===== src/rtl/spi_slave_ctrl.sv =====
// SPI peripheral-side controller: command/address deserialiser and memory port driver.
// Optional build macro SPI_BURST_EN enables auto-incrementing multi-frame bursts.
module spi_slave_ctrl #(
  parameter int ADDR_W = 7,
  parameter int DATA_W = 8
) (
  input  logic              clk,
  input  logic              rst_n,
  input  logic              sclk_pos,
  input  logic              sclk_neg,
  input  logic              cs_n,
  input  logic              mosi,
  output logic              miso,
  output logic              miso_oe,
  output logic [ADDR_W-1:0] mem_addr,
  output logic [DATA_W-1:0] mem_wdata,
  output logic              mem_we,
  output logic              mem_re,
  input  logic [DATA_W-1:0] mem_rdata,
  output logic              busy,
  output logic              abort
);

  localparam logic [2:0] S_IDLE  = 3'd0;
  localparam logic [2:0] S_CMD   = 3'd1;
  localparam logic [2:0] S_FETCH = 3'd2;
  localparam logic [2:0] S_DATA  = 3'd3;
  localparam logic [2:0] S_HOLD  = 3'd4;

  localparam int MAXF = (ADDR_W + 1 > DATA_W) ? ADDR_W + 1 : DATA_W;
  localparam int CW   = $clog2(MAXF + 1);
  localparam logic [CW-1:0] CMD_LAST  = CW'(ADDR_W);
  localparam logic [CW-1:0] DATA_LAST = CW'(DATA_W - 1);

  logic [2:0]        state;
  logic [CW-1:0]     bit_cnt;
  logic [CW-1:0]     cnt_nxt;
  logic              data_end;
  logic [ADDR_W-1:0] addr_sr;
  logic [DATA_W-1:0] rx_sr;
  logic [DATA_W-1:0] tx_sr;
  logic              rw;
  logic              ld_pend;
  logic              inc_pend;

  assign miso = miso_oe & tx_sr[DATA_W-1];

  // Count after any sclk_pos in this clk, so a coincident sclk_neg sees the updated count.
  always_comb begin
    data_end = sclk_pos && (bit_cnt == DATA_LAST);
    cnt_nxt  = bit_cnt;
    if (sclk_pos) cnt_nxt = data_end ? '0 : bit_cnt + CW'(1);
  end

  always_ff @(posedge clk or negedge rst_n) begin
    if (!rst_n) begin
      state     <= S_IDLE;
      bit_cnt   <= '0;
      addr_sr   <= '0;
      rx_sr     <= '0;
      tx_sr     <= '0;
      rw        <= 1'b0;
      ld_pend   <= 1'b0;
      inc_pend  <= 1'b0;
      miso_oe   <= 1'b0;
      mem_addr  <= '0;
      mem_wdata <= '0;
      mem_we    <= 1'b0;
      mem_re    <= 1'b0;
      busy      <= 1'b0;
      abort     <= 1'b0;
    end else begin
      mem_we  <= 1'b0;
      mem_re  <= 1'b0;
      abort   <= 1'b0;
      // Read data is valid the clk after the strobe; load tx one clk later.
      ld_pend <= mem_re;
      if (cs_n) begin
        abort    <= (state == S_CMD || state == S_DATA) && (bit_cnt != '0);
        state    <= S_IDLE;
        busy     <= 1'b0;
        miso_oe  <= 1'b0;
        bit_cnt  <= '0;
        rx_sr    <= '0;
        tx_sr    <= '0;
        ld_pend  <= 1'b0;
        inc_pend <= 1'b0;
      end else begin
        case (state)
          S_IDLE: begin
            state   <= S_CMD;
            busy    <= 1'b1;
            bit_cnt <= '0;
            addr_sr <= '0;
          end
          S_CMD: begin
            if (sclk_pos) begin
              if (bit_cnt == CMD_LAST) begin
                mem_addr <= addr_sr;
                rw       <= mosi;
                bit_cnt  <= '0;
                if (mosi) begin
                  state  <= S_FETCH;
                  mem_re <= 1'b1;
                end else begin
                  state  <= S_DATA;
                end
              end else begin
                addr_sr <= {addr_sr[ADDR_W-2:0], mosi};
                bit_cnt <= bit_cnt + CW'(1);
              end
            end
          end
          S_FETCH: begin
            if (ld_pend) begin
              tx_sr   <= mem_rdata;
              miso_oe <= 1'b1;
              state   <= S_DATA;
            end
          end
          S_DATA: begin
            if (inc_pend) begin
              inc_pend <= 1'b0;
              mem_addr <= mem_addr + ADDR_W'(1);
              if (rw) mem_re <= 1'b1;
            end
            if (ld_pend) tx_sr <= mem_rdata;
            bit_cnt <= cnt_nxt;
            if (sclk_pos && !rw) rx_sr <= {rx_sr[DATA_W-2:0], mosi};
            if (data_end) begin
              if (!rw) begin
                mem_we    <= 1'b1;
                mem_wdata <= {rx_sr[DATA_W-2:0], mosi};
              end
`ifdef SPI_BURST_EN
              inc_pend <= 1'b1;
`else
              state    <= S_HOLD;
              miso_oe  <= 1'b0;
`endif
            end
            // The trailing falling edge of a frame (count back at 0) must not disturb the MSB.
            if (sclk_neg && rw && cnt_nxt != '0) tx_sr <= {tx_sr[DATA_W-2:0], 1'b0};
          end
          S_HOLD: begin
            miso_oe <= 1'b0;
          end
          default: state <= S_IDLE;
        endcase
      end
    end
  end

endmodule

===== config.mk =====
export PLATFORM = sky130hd
export DESIGN_NAME = spi_slave_ctrl
export DESIGN_NICKNAME = d
export VERILOG_FILES = /design/src/rtl/spi_slave_ctrl.sv
export SDC_FILE = /design/constraint.sdc
export NUM_CORES = 1
export LEC_CHECK = 0
export BUFFER_PORTS_ARGS = -buffer_cell sky130_fd_sc_hd__clkbuf_2
export CAP_MARGIN = 20
export CORE_AREA = 3 3 81 60
export CTS_BUF_LIST = sky130_fd_sc_hd__clkbuf_4 sky130_fd_sc_hd__clkbuf_8
export DETAILED_ROUTE_END_ITERATION = 16
export DIE_AREA = 0 0 84 63
export PLACE_DENSITY = 0.82
export SYNTH_ARGS = -nofsm -noshare
export SYNTH_HDL_FRONTEND = slang
export SYNTH_SLANG_ARGS = --single-unit
export TNS_END_PERCENT = 5

===== constraint.sdc =====
create_clock -name clk -period 3.1 [get_ports clk]
set_input_delay 0.465 -clock clk [delete_from_list [all_inputs] [get_ports clk]]
set_output_delay 0.465 -clock clk [all_outputs]
set_load 0.005 [all_outputs]

==> flow_results.org, run 1 <==
** Drt
- Using the TritonRoute via totals, the vias-per-cell ratio works out to approximately 5.9.
- Detailed routing inserted a total of between 1500 and 2000 vias.
- Wirelength per Cell :: about 15 um
- The final layout contains routed wiring with a total length of between 5000 and 6000 um.
- DRC violations left :: 0
- The first detailed-routing pass took 4 iterations.
- Drt initial violations :: 122
- Remaining number of nets flagged by the antenna check after routing :: 0

** Die
- Std-Cell Core Area :: between 0.004 and 0.005 mm^2
- In this run the horizontal extent of the chip is about 84 um.
- IO Count :: 35
- Initial core utilization :: 0.618
- Die Area :: ~0.0053 mm^2
- Floorplan die height :: approximately 63 um
- In this run the core area contains 20 standard-cell rows.

** Job
- Across the run, the number of max-cap violations was 0.

** Critical path
- For the worst flop-to-flop path, the logic depth is 5.
- Maximum cell stage delay along the critical path :: between 0.6 and 0.7 ns
- The slowest stage of the critical path belongs to the cell or3_1.
- At the worst endpoint, the arrival time is roughly 2.4 ns.
- The worst setup path is launched from a flop.
- Walking the worst path, the cells encountered are ha_1 > and3b_1 > nand3_1 > or3_1 > mux2_4.
- At the worst endpoint, the required time is 3.29 ns.
- The critical path in this run is classified as flop to flop.
- Biggest fanout along the worst timing path :: 9
- STA classifies the critical path endpoint as a flop.

** Yosys
- Synthesized flop and latch total :: 51
- Cells after synthesis :: approximately 250
- Number of synthesized flops with an enable pin :: 0
- Post-synth cell types :: 48
- Asr flop ratio synth :: 1.00
- Among all flip-flop cells after synthesis, the most frequent one is dfrtp_1.
- Sequential fraction of the synthesis area :: 0.488
- Summing every instance area after synthesis gives approximately 0.0026 mm^2.
- Dividing the synthesized area by the synthesized cell count gives ~11 um^2.
- Yosys printed 0 warnings.
- Counting every net in the synthesized netlist gives ~270.

** Hold path
- Min-Delay Path Class :: input pin to asynchronous set/reset pin

** Pwr
- In this run the static leakage power is around 1.4 nW.
- Power per unit of standard cell area :: around 400 mW/mm^2
- VDD sags by at most around 0.00030 V.
- Total power for the finished layout comes to 1.15 mW.

** STA
- Setup repair after global routing left no endpoint under its margin.
- Share of the clock period used by the worst path after layout :: 0.713
- Worst-case hold slack :: 0.253 ns
- Total Negative Setup Slacks :: 0 ns
- The clock arrives with between 0.004 and 0.005 ns of skew.
- The number of hold-slack violations in the final timing report was 0.
- The smallest clock period supported by the final layout is computed as ~2.2 ns.
- For the pin with the worst max-slew slack, the measured transition is approximately 0.76 ns.
- Headroom to the max-slew limit came out at 0.491.
- # setup viols final :: 0
- Derived from the worst setup path, the maximum achievable clock frequency is ~450 MHz.
- The max-slew violation total from the final report was 0.

** Layout
- Layout cells sized above 1 :: 0.209
- Most common cell after layout, fill and taps aside :: dfrtp_1
- Leaving out fill and tap cells, the most frequent cells in the layout are 51 x dfrtp_1, 34 x clkbuf_2, 24 x inv_1, 21 x mux2i_1, 19 x nor2_1.
- Area growth from synthesis to layout :: 9.90%
- Diode insertion count for antenna repair :: 0
- Filler cells :: roughly 330
- The final layout contains 293 nets.

** Clock tree
- Clock latency of the later-clocked register in the worst-skew pair :: around 0.3 ns
- After clock tree synthesis, the clock-pin slew on the worst setup and hold paths is 0.09 ns.
- Cts hold-fix bufs :: 0
- The clock net in this run drives a total of 51 sinks.
- TritonCTS created 5 clock buffers.
- The root buffer cell chosen for the clock tree is clkbuf_8.
- TritonCTS built the clock tree.
- Buffers added to address setup during post-CTS repair amount to 0.
- The clock passes through at most 2 buffers.
- After clock tree synthesis, the repair step resized 0 gates.
- The clock tree synthesis step divided the H-tree into 2 levels.

** Place
- Quantity of I/O buffers inserted on ports :: 34
- Final estimated routing congestion in global placement :: slightly below 0.8
- The HPWL after detailed placement is ~3600 um.

** Run status
- The flow ran to the end, and the final reports show no timing, DRC or antenna violations.

** Global routing
- Largest net degree at the start of global routing :: 52
- Via count of the first global-routing pass :: roughly 1800
- The initial antenna violation count is 0.
- The first global-routing pass estimated ~8600 um of wire.
- For this run, the total global-route usage over all layers was measured as 0.205.
- Remaining global-route overflow :: 0
[power breakdown]
group / internal (mW) / switching [mW] / total [mW]
Combinational: 0.0221 / 0.0442 / 0.0662
Sequential: 0.673 / 0.00901 / 0.682
Clock: 0.192 / 0.211 / 0.402
Total: 0.887 / 0.264 / 1.15
[synthesized netlist by cell type, drive strengths merged (3+ instances only)]
cell type	number	share of area
clkbuf	3	0.0043
o211ai	5	0.014
and2	3	0.0072
nor2	19	0.027
nor3b	3	0.012
mux2	9	0.050
mux2i	21	0.080
buf	13	0.032
and3	3	0.0072
ha	3	0.014
nor2b	5	0.012
nor3	5	0.0096
a32oi	9	0.030
nand3	5	0.0096
a21oi	6	0.011
o21ai	9	0.019
o221ai	7	0.023
nand2	16	0.023
a31oi	3	0.0072
dfrtp	51	0.49
inv	24	0.034
[worst max-delay path: cells and delay by family, from the launching register on]
kind,cells,cell delay [ns]
simple gates,3,0.91
flops,1,0.47
mux,1,0.38
fa+ha+maj,1,0.33
[metal layers]
layer	routed length (um)	part of all wire	GRT usage
met1	2370	0.47	0.287
met2	2310	0.45	0.304
met4	106	0.021	0.0863
met3	307	0.060	0.0487
met5	0	0	0
[flip-flops by register name, summed over array words and instances (netlist names), 3 cells and up]
register   flops
mem_wdata      8
addr_sr        7
state          3
bit_cnt        4
mem_addr       7
tx_sr          8
rx_sr          7
[per-stage QoR]
| stage | util | std cells | worst slack [ns] | cell area [um^2] |
|---|---|---|---|---|
| 6_report | 0.680 | 332 | 0.891 | 2870 |
| 5_1_grt | 0.680 | 332 | 0.736 | 2870 |
| 4_1_cts | 0.680 | 332 | 0.899 | 2870 |
| 3_5_place_dp | 0.656 | 324 | 0.833 | 2780 |
| 3_3_place_gp | 0.656 | 324 | 0.900 | 2780 |
| 2_1_floorplan | - | 249 | 1.25 | 2620 |
[final cells by class]
cell class                      count  area (um^2)  area share
Sequential cell                    51         1280       0.444
Multi-Input combinational cell    158         1150       0.402
Timing Repair Buffer               36          185      0.0644
Clock buffer                        7         90.1      0.0313
Inverter                           24         90.1      0.0313
Tap cell                           55         68.8      0.0239
Clock inverter                      1         8.76     0.00305
[worst paths after layout]
kind	start	end	slack (ns)
min in group clk	mem_rdata[3]	tx_sr[3]	0.42
worst max register to register	bit_cnt[0]	mem_wdata[4]	0.89
worst min register to register	mem_wdata[4]	mem_wdata[4]	0.52
max in group asynchronous	rst_n	bit_cnt[0]	2.41
worst min-delay path	rst_n	mem_addr[6]	0.25
worst max-delay path	bit_cnt[0]	mem_wdata[4]	0.89
[logic make-up (layout without fill, tap and decap cells)]
| family | after synthesis | count (layout) | share of synthesized area |
|---|---|---|---|
| xor+xnor | 2 | 2 | 0.00670 |
| simple gates | 71 | 71 | 0.144 |
| mux | 30 | 30 | 0.131 |
| flops | 51 | 51 | 0.488 |
| fa+ha+maj | 3 | 3 | 0.0144 |
| buf+inv | 40 | 68 | 0.0703 |
| compound gates | 52 | 52 | 0.146 |
Power figures use the tool's default switching activity.
==> run 2, diff against run 1 <==
- CORE_AREA: 3 3 81 60 -> 3 3 84 62
- DIE_AREA: 0 0 84 63 -> 0 0 87 65
- PLACE_DENSITY: 0.82 -> 0.77
- clock period: 3.1 -> 2.2 ns (I/O delays scaled with it)
==> flow_results.org, run 2 (synthesized netlist as in run 1, its figures left out) <==
** Global routing
- First-pass GRT wire length :: approximately 9200 um
- Entering global routing, the biggest net connects 52 pins.
- After global routing the overflow that remains totals 0.
- Initial antenna violation count :: 1
- In the global route stage, overall resource usage came out at 0.209.
- The number of global-route vias before repair was 1941.

** STA
- Clock skew on the completed layout was measured at 0.00756 ns.
- For this run, the top clock speed supported by timing is slightly below 500 MHz.
- The max-slew violation total from the final report is 0.
- Total Negative Setup Slacks :: 0 ns
- Worst relative slew slack :: 0.581
- Final min period :: roughly 2.1 ns
- # setup viols final :: 0
- Final number of hold-violating endpoints :: 0
- Transition time of the tightest slew-check pin :: about 0.63 ns
- Share of the clock period used by the worst path after layout :: 0.937
- Setup repair after global routing missed its margin :: false

** Clock tree
- Clock latency of the later-clocked register in the worst-skew pair :: 0.31 ns
- After clock tree synthesis, the clock-pin slew on the worst setup and hold paths is 0.09 ns.
- The H-tree generated during clock tree synthesis spans 2 levels.
- TritonCTS built the clock tree.
- Maximum root-to-sink buffer count :: 2
- Buffers inserted during clock tree synthesis total 5.
- The number of setup buffers added after CTS is 0.
- Post-cts resize count :: 0
- After clock tree synthesis, the flow added hold-fix buffers numbering 0.
- CTS saw approximately 50 sinks.
- Clock root buffer :: clkbuf_8

** Critical path
- Critical path data arrival time :: between 2 and 2.5 ns
- CP max-delay cell :: or3_1
- In this design, the largest share of critical-path delay is due to simple AND/OR/NAND/NOR gates.
- Walking the worst path, the cells encountered are ha_1 > and3b_1 > nand3_1 > or3_1 > mux2_4.
- The worst setup path is launched from a flop.
- CP Data Required Time :: 2.39 ns
- The worst setup path is captured at a flop.
- The largest single stage delay on the critical path is 0.61 ns.
- Biggest fanout along the worst timing path :: 9
- Critical path buffers and inverters :: 0
- The worst setup path is of the flop to flop kind.

** Job
- Across the run, the number of max-cap violations was 0.

** Die
- During I/O placement, the number of pins put on the boundary was 35.
- Floorplan die height :: 65 um
- Number of core rows :: 20
- Die W :: around 87 um
- The die covers about 0.0057 mm^2.
- Initial core utilization :: 0.597
- Std-Cell Core Area :: roughly 0.0044 mm^2

** Drt
- Using the TritonRoute via totals, the vias-per-cell ratio works out to ~5.7.
- The count of nets left with antenna violations once routing finished came out at 0.
- Wirelength per Cell :: ~15 um
- DRC violations left :: 0
- The first detailed-routing pass ran for 8 iterations.
- After detailed routing, the total wire length is approximately 5300 um.
- Drt initial violations :: roughly 140
- Routed via count :: a little under 2000

** Layout
- Net count, final :: approximately 300
- Top flop regs :: mem_wdata (8), tx_sr (8)
- Compared with the post-synthesis result, the final layout area differs by 13.0%.
- Of the cells placed in the final design, the portion with a size suffix greater than 1 is 0.237.
- The library cell used most frequently in the layout, excluding fill and tap cells, is dfrtp_1.
- Filler cells :: 345
- Post-layout instance count excluding filler cells :: 342
- The number of antenna diodes in the final layout is 0.
- The sequential cells in the finished layout cover a total of approximately 0.0013 mm^2.
- Area of the multi-input gates :: ~0.0012 mm^2
- Commonest cells after routing, fill and taps aside :: 51 x dfrtp_1, 34 x clkbuf_2, 24 x inv_1, 21 x mux2i_1, 19 x nor2_1

** Hold path
- The worst hold path belongs to the class input pin to asynchronous set/reset pin.

** Pwr
- Across the VDD grid, the largest voltage drop is 0.000484 V.
- In this run the power density over the cells is approximately 560 mW/mm^2.
- Summed over all cells, the static leakage comes to between 1 and 1.5 nW.

** Place
- Routability-driven placement finished with a final weighted congestion of 0.918.
- After detailed placement, the design holds a cell count of around 330.
- Detailed placement HPWL :: around 3800 um
- Port buffering added 34 buffers.

** Run status
- Outcome :: finished, final reports clean
==> run 2: path summary, 6_finish.rpt <==
path	start	end	slack [ns]	cells after the start
worst max-delay path	bit_cnt[0]	mem_wdata[5]	0.14	5
worst min-delay path	rst_n	mem_addr[5]	0.10	2
worst max register to register	bit_cnt[0]	mem_wdata[5]	0.14	5
worst min register to register	mem_wdata[3]	mem_wdata[3]	0.51	1
max in group asynchronous	rst_n	rx_sr[0]	1.66	2
min in group clk	mem_rdata[2]	tx_sr[2]	0.30	3
==> run 2: area by class of cell <==
class                   instances  area share
repair buffers                 46      0.0881
clock buffers                   7      0.0326
clock inverters                 1     0.00254
well taps                      55      0.0233
multi-input cells             158       0.391
inverters                      24      0.0305
flip-flops and latches         51       0.432
==> run 2: power by group <==
part,switching (mW),internal (mW)
Sequential,0.0132,0.949
Combinational,0.0639,0.0345
Clock,0.301,0.286
==> run 2: per-layer routing <==
layer  up-vias  track usage  part of all wire
li1        968            -                 -
met1       929        0.312              0.50
met2        54        0.290              0.43
met3        10       0.0546             0.058
met4         2       0.0720             0.014
met5         -            0            0.0025
==> run 2: through the flow <==
| stage | power (mW) | instance area (um^2) | util | setup WS [ns] | hold slack, ns |
|---|---|---|---|---|---|
| after CTS | 1.67 | 2950 | 0.675 | 0.148 | 0.137 |
| after global routing | 1.73 | 2950 | 0.675 | 0.0384 | 0.165 |
| final | 1.65 | 2950 | 0.675 | 0.138 | 0.103 |
| after floorplan | 1.03 | 2620 | - | 0.353 | 0.0344 |
| after detailed placement | 1.08 | 2850 | 0.651 | 0.168 | 0.481 |
| after global placement | 1.08 | 2850 | 0.651 | 0.239 | 0.477 |
==> run 3, diff against run 2 <==
- CORE_AREA: 3 3 84 62 -> 3 3 81 60
- DIE_AREA: 0 0 87 65 -> 0 0 84 63
- PLACE_DENSITY: 0.77 -> 0.82
- SLEW_MARGIN: unset -> 25
- clock period: 2.2 -> 2.56 ns (I/O delays scaled with it)
==> flow_results.org, run 3 (synthesized netlist as in run 1, its figures left out) <==
** Run status
- Outcome :: finished, final reports clean

** Critical path
- Cell count of the worst reg-to-reg path :: 5
- In this run the worst path has a maximum fanout of 9.
- Beginning of the critical path :: bit_cnt[0]
- The setup check on the worst reg-to-reg path leaves a slack of roughly 0.35 ns.
- STA classifies the critical path endpoint as a flop.
- The setup path with the least slack is of type flop to flop.
- Among all stages on the critical path, the largest delay is contributed by or3_1.
- The endpoint identified for the worst register-to-register timing path is mem_wdata[7].
- Data arrives at the worst endpoint at between 2 and 2.5 ns.
- On the worst path, the slowest cell contributes a delay of 0.61 ns.
- End point of the critical path :: mem_wdata[7]
- Series of cell instances along the critical path :: ha_1 > and3b_1 > nand3_1 > or3_1 > mux2_4
- CP startpoint kind :: flop
- Reg-to-Reg Start :: bit_cnt[0]
- CP Data Required Time :: 2.76 ns

** STA
- Peak Freq :: approximately 450 MHz
- Final number of hold-violating endpoints :: 0
- Measured against its own limit, the worst slew margin works out to 0.561.
- Max-slew violation count :: 0
- Final min period :: 2.21 ns
- Share of the clock period used by the worst path after layout :: 0.865
- Setup repair after global routing left no endpoint under its margin.
- Setup violations remaining at the end of the flow were counted as 0.
- At the pin with the least slew margin, the transition time is approximately 0.66 ns.
- Worst-case hold slack :: about 0.061 ns
- Final Skew :: approximately 0.0058 ns
- Total Negative Setup Slacks :: 0 ns

** Drt
- Vias per Instance :: between 5 and 6
- Drt initial violations :: between 100 and 150
- For this block, the routed nets add up to a little over 5000 um of wire.
- For this run, design rule violations remaining after detail routing come to 0.
- First-pass DRT Iterations :: 4
- In this run the remaining antenna-violating nets after routing total 0.
- In the final routed layout, each cell accounts on average for 15.2 um.
- Routed via count :: ~1900

** Layout
- The final layout contains 298 nets.
- The largest registers in the layout are mem_wdata (8), tx_sr (8).
- Most common cell after layout, fill and taps aside :: dfrtp_1
- FF+latch area :: roughly 0.0013 mm^2
- Commonest cells after routing, fill and taps aside :: 51 x dfrtp_1, 34 x clkbuf_2, 24 x inv_1, 21 x mux2i_1, 19 x nor2_1
- Filler cells :: 311
- In the final layout, the multi-input gates occupy 0.00115 mm^2.
- Final Core Density :: 0.686
- The number of antenna diodes in the final layout is 0.
- Layout cells sized above 1 :: 0.223
- The area growth from synthesis to layout is 11.0%.
- The finished cells cover around 0.0029 mm^2.

** Global routing
- Global router's overall resource usage :: 0.213
- Initial antenna violation count :: 0
- Largest net degree at the start of global routing :: 28
- Via count of the first global-routing pass :: around 1900
- The first global-routing pass estimated about 9000 um of wire.
- Global routing finished with a remaining overflow of 0.

** Clock tree
- Post-cts resize count :: 0
- The number of hold buffers added after CTS was 0.
- After clock tree synthesis, the clock-pin slew on the worst setup and hold paths is approximately 0.09 ns.
- Clock root buffer :: clkbuf_8
- Post-CTS repair timing setup buffer count :: 0
- No sink is reached through more buffers than the 2 on the longest clock path.
- The later pin in the worst-skew pair is clocked with a latency of a little over 0.3 ns.
- TritonCTS clock tree :: done
- CTS buffer count :: 5
- CTS built an H-tree with a depth of 2.
- Counting every sink on the clock net gives a little over 50.

** Pwr
- The analysis attributes to cell leakage a power of between 1 and 1.5 nW.
- The share of total power dissipated in the clock network is 0.335.
- VDD sags by at most roughly 0.00041 V.
- Of the total power, registers draw 0.605.
- Logic pwr share :: 0.060
- In this run the power density over the cells is between 400 and 500 mW/mm^2.
- Cell internal power was estimated by the tool at 1.05 mW.
- Of the total power, the share spent switching nets is 0.234.
- For this design the total switching power over the nets is around 320 uW.

** Place
- Once placement finished, the instance area stood at about 0.0028 mm^2.
- At the end of routability-driven placement, the weighted congestion stood at about 0.84.
- Quantity of I/O buffers inserted on ports :: 34
- The wire-length estimate of the detail-placed layout is 3670 um.

** Die
- IO Count :: 35
- Floorplan die height :: roughly 63 um
- Std-Cell Core Area :: around 0.0042 mm^2
- The die covers between 0.005 and 0.006 mm^2.
- Initial core utilization :: 0.618
- Die W :: 84 um
- In this run the core area contains 20 standard-cell rows.

** Hold path
- The tightest min-delay check is of the input pin to asynchronous set/reset pin type.

** Job
- Max-cap violations :: 0
[run 3: stage by stage]
| stage | power, mW | setup WS [ns] | std cells |
|---|---|---|---|
| floorplan | 0.882 | 0.713 | 249 |
| global placement | 0.923 | 0.485 | 329 |
| detailed placement | 0.925 | 0.369 | 329 |
| CTS | 1.39 | 0.361 | 337 |
| global route | 1.44 | 0.242 | 337 |
| finish | 1.37 | 0.346 | 337 |
[run 3: worst min path at each step]
stage / endpoint / depth (start not counted) / start
after floorplan: abort / 0 / rst_n
after global routing: mem_addr[5] / 2 / rst_n
after detailed placement: mem_addr[5] / 2 / rst_n
after CTS: mem_addr[5] / 2 / rst_n
after global placement: mem_addr[4] / 2 / rst_n
final: mem_addr[5] / 2 / rst_n
[run 3: metal layers]
metal  track usage  part of all wire
met1         0.292              0.49
met5             0                 0
met4        0.0622             0.011
met2         0.324              0.44
met3        0.0698             0.055
[run 3: final cells by class]
cell class	count	share of cell area
inverters	24	0.0310
flip-flops and latches	51	0.440
repair buffers	41	0.0768
clock buffers	6	0.0263
well taps	55	0.0237
clock inverters	2	0.00431
multi-input cells	158	0.398
[run 3: worst max-delay path: cells and delay by family, from the launching register on]
family                   cells  cell delay (ns)
adder cells (fa/ha/maj)      1             0.33
flip-flops                   1             0.48
multiplexers                 1             0.38
AND/OR/NAND/NOR              3             0.92
[run 3: power by group through the flow]
| stage | Clock (mW) | Combinational, mW | Sequential [mW] |
|---|---|---|---|
| finish | 0.457 | 0.0821 | 0.826 |
| global route | 0.516 | 0.0936 | 0.828 |
| CTS | 0.477 | 0.0834 | 0.826 |
| detailed placement | 0 | 0.0831 | 0.842 |
| global placement | 0 | 0.0818 | 0.841 |
| floorplan | 0 | 0.0442 | 0.838 |
